**src/rtl/mem_arb_pkg.sv**
```systemverilog
// -----------------------------------------------------------------------------
// mem_arb_pkg
// Shared types and helpers for the two-port main-memory arbiter.
//   state_t   : arbiter FSM states
//   grant_t   : which requester owns the memory port
//   bytes4_t  : 4-lane byte bus, lane 0 is the most significant byte
//   pack_bytes / unpack_bytes : big-endian word <-> byte-lane conversion
// -----------------------------------------------------------------------------
package mem_arb_pkg;

  localparam int DEF_MEM_LATENCY = 4;

  typedef enum logic [1:0] {
    IDLE,
    ACCESS,
    DONE
  } state_t;

  typedef enum logic {
    GNT_I,
    GNT_D
  } grant_t;

  // Ascending lane range so that lane [0] is the leftmost (most significant)
  // byte of the packed vector.
  typedef logic [0:3][7:0] bytes4_t;

  function automatic bytes4_t pack_bytes(input logic [31:0] word);
    bytes4_t b;
    b[0] = word[31:24];
    b[1] = word[23:16];
    b[2] = word[15:8];
    b[3] = word[7:0];
    return b;
  endfunction

  function automatic logic [31:0] unpack_bytes(input bytes4_t b);
    return {b[0], b[1], b[2], b[3]};
  endfunction

endpackage

```
**src/rtl/mem_arbiter_arb_rr2.sv**
```systemverilog
// -----------------------------------------------------------------------------
// arb_rr2
// Combinational two-requester round-robin picker.
//   req_i      : instruction-side request
//   req_d      : data-side request
//   last_grant : side served most recently
//   grant      : winner; a lone request wins, a tie goes to the side that
//                was not served last. Meaningless when neither requests.
// -----------------------------------------------------------------------------
module arb_rr2
  import mem_arb_pkg::*;
(
  input  logic   req_i,
  input  logic   req_d,
  input  grant_t last_grant,
  output grant_t grant
);

  // NOTE: a default assignment at the top of always_comb keeps every path
  // assigned, so no latch is inferred.
  always_comb begin
    grant = GNT_I;
    if (req_i && req_d) begin
      grant = (last_grant == GNT_I) ? GNT_D : GNT_I;
    end else if (req_d) begin
      grant = GNT_D;
    end
  end

endmodule

```
**src/rtl/mem_arbiter.sv**
```systemverilog
// -----------------------------------------------------------------------------
// mem_arbiter
// Shares one fixed-latency main-memory port between the instruction-fetch
// cache and the data cache. One transaction at a time: grant in IDLE, drive
// the memory bus for MEM_LATENCY cycles in ACCESS, pulse ready in DONE.
//   clk, reset          : rising-edge clock, synchronous active-high reset
//   i_req/i_addr        : instruction read request (level, held until ready)
//   i_rdata/i_ready     : instruction read result and one-cycle done pulse
//   d_req/d_we/d_addr/d_wdata : data request, read or write
//   d_rdata/d_ready     : data read result and one-cycle done pulse
//   address_output      : word-aligned memory address
//   write_en_out        : memory write enable (ACCESS of a write only)
//   mem_data_in         : byte lanes to memory, big-endian
//   mem_data_out        : byte lanes from memory, big-endian
// All outputs are registered; requests never reach the memory combinationally.
// -----------------------------------------------------------------------------
module mem_arbiter
  import mem_arb_pkg::*;
#(
  parameter int MEM_LATENCY = DEF_MEM_LATENCY,
  parameter int ADDR_W      = 32
) (
  input  logic              clk,
  input  logic              reset,
  input  logic              i_req,
  input  logic [ADDR_W-1:0] i_addr,
  output logic [31:0]       i_rdata,
  output logic              i_ready,
  input  logic              d_req,
  input  logic              d_we,
  input  logic [ADDR_W-1:0] d_addr,
  input  logic [31:0]       d_wdata,
  output logic [31:0]       d_rdata,
  output logic              d_ready,
  output logic [ADDR_W-1:0] address_output,
  output logic              write_en_out,
  output logic [0:3][7:0]   mem_data_in,
  input  logic [0:3][7:0]   mem_data_out
);

  localparam int CNT_W = (MEM_LATENCY > 1) ? $clog2(MEM_LATENCY) : 1;

  state_t            state;
  grant_t            grant;
  grant_t            last_grant;
  grant_t            pick;
  logic              we_q;
  logic [CNT_W-1:0]  cnt;

  logic              sel_we;
  logic [ADDR_W-1:0] sel_addr;

  arb_rr2 u_arb (
    .req_i      (i_req),
    .req_d      (d_req),
    .last_grant (last_grant),
    .grant      (pick)
  );

  // Instruction side always reads; only the data side can write.
  always_comb begin
    sel_we   = (pick == GNT_D) && d_we;
    sel_addr = (pick == GNT_D) ? d_addr : i_addr;
  end

  // NOTE: every register in this block uses non-blocking assignments so all
  // state updates see the pre-edge values, matching the hardware.
  always_ff @(posedge clk) begin
    if (reset) begin
      state          <= IDLE;
      grant          <= GNT_I;
      last_grant     <= GNT_I;
      we_q           <= 1'b0;
      cnt            <= '0;
      i_rdata        <= '0;
      d_rdata        <= '0;
      i_ready        <= 1'b0;
      d_ready        <= 1'b0;
      address_output <= '0;
      write_en_out   <= 1'b0;
      mem_data_in    <= '0;
    end else begin
      i_ready <= 1'b0;
      d_ready <= 1'b0;

      case (state)
        IDLE: begin
          if (i_req || d_req) begin
            // The bus registers are loaded here so they are already valid
            // in the first ACCESS cycle; they double as the request latch.
            grant          <= pick;
            we_q           <= sel_we;
            address_output <= sel_addr & ~ADDR_W'(3);
            write_en_out   <= sel_we;
            if (sel_we) begin
              mem_data_in <= pack_bytes(d_wdata);
            end
            cnt            <= CNT_W'(MEM_LATENCY - 1);
            state          <= ACCESS;
          end
        end

        ACCESS: begin
          if (cnt == '0) begin
            if (!we_q) begin
              if (grant == GNT_D) begin
                d_rdata <= unpack_bytes(mem_data_out);
              end else begin
                i_rdata <= unpack_bytes(mem_data_out);
              end
            end
            // Ready is set here so its pulse lands in the DONE cycle.
            if (grant == GNT_D) begin
              d_ready <= 1'b1;
            end else begin
              i_ready <= 1'b1;
            end
            write_en_out <= 1'b0;
            state        <= DONE;
          end else begin
            cnt <= cnt - CNT_W'(1);
          end
        end

        DONE: begin
          last_grant <= grant;
          state      <= IDLE;
        end

        default: state <= IDLE;
      endcase
    end
  end

endmodule

```
**config.mk**
```make
export PLATFORM = sky130hd
export DESIGN_NAME = mem_arbiter
export DESIGN_NICKNAME = d
export VERILOG_FILES = /design/src/rtl/mem_arb_pkg.sv /design/src/rtl/mem_arbiter_arb_rr2.sv /design/src/rtl/mem_arbiter.sv
export SDC_FILE = /design/constraint.sdc
export NUM_CORES = 1
export LEC_CHECK = 0
export ABC_AREA = 0
export BUFFER_PORTS_ARGS = -buffer_cell sky130_fd_sc_hd__buf_4
export CORE_ASPECT_RATIO = 1.1
export CORE_UTILIZATION = 49
export CTS_BUF_LIST = sky130_fd_sc_hd__clkbuf_4
export DETAILED_ROUTE_END_ITERATION = 10
export GPL_TIMING_DRIVEN = 0
export PLACE_DENSITY = 0.87
export SETUP_SLACK_MARGIN = 0.15
export SLEW_MARGIN = 20
export SYNTH_ARGS = -nofsm -noshare
export SYNTH_HDL_FRONTEND = slang
export SYNTH_SLANG_ARGS = --single-unit
```
**constraint.sdc**
```tcl
create_clock -name clk -period 1.84 [get_ports clk]
set_input_delay 0.368 -clock clk [delete_from_list [all_inputs] [get_ports clk]]
set_output_delay 0.368 -clock clk [all_outputs]
set_load 0.01 [all_outputs]
```
# Word-level counts from Yosys, hierarchy flattened
# Cells that the tools add are included.
# word_totals
reg_bits	136
out_inout_bits	131
inputBits	133
elab_cells	54
# classes
reduce_logical	14
n_eq_ne	5
bitwise_logic	4
n_addsub	1
n_mux	15
# op_table
cell	count
2-to-1 mux 32 bit	1
AND reduction 3 bit	3
2-to-1 mux 2 bit	4
case mux 2 bit (2 select lines)	2
AND reduction 4 bit	2
2-to-1 mux 1 bit	7
!= test 2 bit (second input constant)	3
logical NOT 2 bit	2
inverter 1 bit	4
AND reduction 2 bit	2
OR reduction 3 bit	1
equality test 2 x 1 -> 1 bit (second input constant)	1
equality test 2 bit (second input constant)	1
logical AND 1 bit	2
case mux 1 bit (2 select lines)	1
nonzero test 2 bit	1
subtractor 2 x 1 -> 2 bit (second input constant)	1
logical OR 1 bit	1

# Depth between registers and ports, before layout
# logic_depth
word_depth	5
mapped_depth	7
mapped_depth_nobuf	5

# Hierarchy
# From an unflattened synthesis, not the netlist that was laid out.
# unflattened
cells_unflattened	572
hier_area_um2	5906.9
# by_module_without_submodules
mod	area_each_um2	instances	seq_area_each_um2	cells_each
mem_arbiter	5895.7	1	2722.6	571
arb_rr2	11.3	1	0.0	1

# Worst setup path before layout
# No wires, ideal clock.
# synth_path
path_type	reg-to-reg
startpoint	reg cnt[0]
endpoint	reg d_rdata[21]
synth_period_minus_slack_ns	1.581
arrival_ns	1.463
path_buffers	2
required_time_ns	1.722
path_slack_ns	0.259
stages_incl_launch_ff	8
setup_time_ns	0.118
cell_sequence	dfxtp_1 > inv_1 > ha_1 > nand3b_4 > or3b_1 > buf_6 > buf_12 > mux2i_1
# synth_between
elab_chain_cells	2
# synth_rtl
item	line_no	text
start, declared	mem_arbiter.sv:48	logic [CNT_W-1:0] cnt;
start signal, assigned	mem_arbiter.sv:98	cnt <= CNT_W'(MEM_LATENCY - 1);
start signal, assigned	mem_arbiter.sv:121	cnt <= cnt - CNT_W'(1);
logical NOT 2 bit	mem_arbiter.sv:104	if (cnt == '0) begin
AND reduction 4 bit (no line)	--	
end signal, assigned	mem_arbiter.sv:107	d_rdata <= unpack_bytes(mem_data_out);
end, declared	mem_arbiter.sv:33	output logic [31:0] d_rdata,
# Every way passes these cells.
# A chain may end at the register's enable or synchronous reset.

# Final worst setup path
# layout_path
startpoint	reg cnt[0]
endpoint	reg d_rdata[13]
# Same word-level chain as after synthesis.

==> results.py <==
metrics = {
    "run_status": {
        "outcome": "completed",
    },
    "global_routing": {
        "grt_pass1_vias": 5307,
        "grt_usage_pct": 27.0,
        "grt_pass1_wl_mm": 25.9,
        "grt_antenna_before_repair": 0,
        "grt_remaining_overflow": 0,
        "grt_max_degree": 17,
    },
    "yosys": {
        "async_reset_ff_share_pct": 0,
        "ys_seq_area_share_pct": 46.8,
        "ys_ff_latch": 136,
        "netlist.area_leader.share_pct": 46.8,
        "avgSynthCellArea_um2": 9.67,
        "ys_top_cells_by_count": "161 x nand2b_1, 136 x dfxtp_1, 97 x mux2i_1",
        "synth_cells": 602,
        "synth_cell_type_count": 31,
        "syn_area_mm2": 0.00582,
        "ys_top_cells_by_area": "dfxtp_1 47%, nand2b_1 17%, mux2i_1 17%",
        "synth_edf_count": 0,
        "yosysMostFrequentCell": "nand2b_1",
        "yosys_warnings": 0,
        "yosys.area.top_type": "dfxtp_1",
        "synth_ff_type": "dfxtp_1",
    },
    "layout": {
        "area_growth_pct": 43.0,
        "num-nets-final": 1012,
        "n_antenna_cell": 0,
        "drive_gt1_share_pct": 35.8,
        "final_area_mm2": 0.00832,
        "final_util_pct": 72.1,
        "fill_cells": 847,
    },
    "drt": {
        "antenna_left": 0,
        "vias_per_cell": 5.10,
        "num_vias": 5309,
        "routed_wl_mm": 16.5,
        "drt-pass1-iter-count": 4,
        "wl_per_cell_um": 15.9,
        "drc_errors": 0,
        "drt_iter0_drc": 205,
    },
    "worst_setup_path": {
        "cp_top_family": "buffers and inverters",
        "worstSetupEndpointType": "flip-flop",
        "criticalPathCategory": "flip-flop to flip-flop",
        "rr_startpoint": "cnt[0]",
        "cp.required_ns": 2.29,
        "crit_arrival_ns": 2.08,
        "cpMaxStageDelayCell": "dfxtp_2",
        "r2r_cells": 7,
        "critPathLaunchType": "flip-flop",
        "reg2reg_to": "d_rdata[13]",
        "r2r_slack_ns": 0.21,
        "crit_chain": "inv_2 -> ha_4 -> nand3b_4 -> nor3b_1 -> clkbuf_4 -> buf_6 -> mux2i_1",
        "cpPeakStageDelay_ns": 0.34,
        "cp_num_buf_inv": 3,
        "critPathMaxFanout": 10,
    },
    "timing": {
        "max_freq_mhz": 614,
        "worst_pin_slew_ns": 0.523,
        "clock_skew_ns": 0.0207,
        "max-slew-margin-rel_pct": 65.2,
        "setup_viol": 0,
        "drv_slew": 0,
        "hold_viol": 0,
        "fin_crit_ns": 1.63,
        "rsz0062_at_grt": "no",
        "finalCritPeriodShare_pct": 88.6,
    },
    "clock_network": {
        "cts_made_buffers": 17,
        "cts_hold_buf": 0,
        "cts_tree": "built",
        "clk_path_buf_depth": 2,
        "clk_pin_slew_worst_paths_ns": 0.13,
        "clk_latency_ns": 0.52,
        "post_cts_buffers": 0,
        "cts.sinks": 136,
        "cts_root_buf": "clkbuf_4",
        "cts.htree.levels": 4,
    },
    "min_path": {
        "whs_endpoint": "address_output[21]",
        "hp-class": "input port to flip-flop",
        "min_from": "d_addr[21]",
        "hold_depth": 3,
    },
    "run": {
        "drv_cap": 0,
    },
    "die": {
        "rows": 41,
        "io_pins": 264,
        "initial_core_util_pct": 50.4,
        "die_y_um": 116,
        "coreArea_mm2": 0.0115,
        "dieArea_mm2": 0.0123,
        "dieWidth_um": 106,
    },
    "placed_design": {
        "gp_congestion": 0.859,
        "hpwlAfterDp_mm": 12.9,
        "placed_area_mm2": 0.00793,
        "io_buffers": 256,
    },
    "pwr": {
        "p_per_area_mw_per_mm2": 833,
        "p_leak_uw": 0.00381,
        "peakVddDrop_mv": 0.464,
    },
}
## flip-flops by register name (all words and copies together) (netlist names)
register and count:
state 2, d_ready 1, grant 1, i_rdata 32, last_grant 1, write_en_out 1
mem_data_in 32, d_rdata 32, address_output 30, i_ready 1, we_q 1, cnt 2
## worst max path at each step
stage	from	endpoint	slack [ns]	cells past startpoint
floorplan	cnt[0]	d_rdata[21]	0.26	7
global placement	reset	i_ready	-0.35	5
detailed placement	reset	address_output[27]	-0.41	5
CTS	cnt[0]	d_rdata[26]	0.15	7
global route	cnt[0]	d_rdata[13]	0.1	7
finish	cnt[0]	d_rdata[13]	0.21	7
## kinds of logic (layout without fill, tap and decap cells)
family,after synthesis,in the layout,share of synthesized area [%]
other,1,2,0.0644
buffers and inverters,54,342,4.60
adders and majority gates,1,1,0.215
and+or+nand+nor,240,240,23.2
muxes,97,97,16.7
DFF,136,136,46.8
AOI/OAI and AO/OA,73,73,8.49
## area by class of cell
cell class | instances | area, um^2 | area share, %
Multi-Input combinational cell | 413 | 2870 | 34.4
Sequential cell | 136 | 2720 | 32.7
Timing Repair Buffer | 256 | 1920 | 23.1
Inverter | 2 | 7.51 | 0.0902
Tap cell | 150 | 188 | 2.26
Clock buffer | 17 | 128 | 1.53
Clock inverter | 15 | 199 | 2.39
Buffer | 52 | 289 | 3.47
## per-stage QoR
step                      total power, uW  std cells  hold slack, ns  TNS (ns)  setup slack [ns]
after floorplan                      4030        603           0.447         0             0.259
after global placement               4680       1009           0.456     -7.73            -0.350
after detailed placement             4730       1009           0.465     -9.96            -0.412
after CTS                            6940       1041          0.0569         0             0.154
after global routing                 7230       1041          0.0468         0            0.0965
final                                6930       1041          0.0992         0             0.210
## metal layers
| metal | global-route usage [%] | wire (um) |
|---|---|---|
| met5 | 0 | 0 |
| met3 | 8.54 | 1240 |
| met4 | 10.9 | 384 |
| met2 | 50.0 | 8420 |
| met1 | 28.6 | 6510 |
## layout by cell type, fill, tap and decap left out, drive strengths merged, types with 2 or more instances in the layout
cell type and n:
a21oi 35, a311oi 30, buf 272, bufinv 4, clkbuf 53, clkinv 5, clkinvlp 3, conb 2
dfxtp 136, inv 5, mux2i 97, nand2 61, nand2b 161, nor2 6, nor3 2, nor3b 2
o21ai 3, or2 2
## timing repair
item	4_1_cts	5_1_grt
setup endpoints to repair	46	84
endpoints found under the hold margin	0	0
gates cloned	0	0
gates resized for setup	6	23
pin swaps	0	2
## report_power, final
part           internal [uW]  total (uW)  switching, uW  leakage [uW]
clock                   1080        2230           1150      0.000164
sequential              3150        3280            131       0.00111
combinational            749        1420            667       0.00254
total                   4980        6930           1950       0.00381
## tightest hold or removal path, stage by stage
cell and delay [ns]:
buf_4 0.11, nand2_1 0.04, a311oi_1 0.07
(Power assumes the default switching activity.)
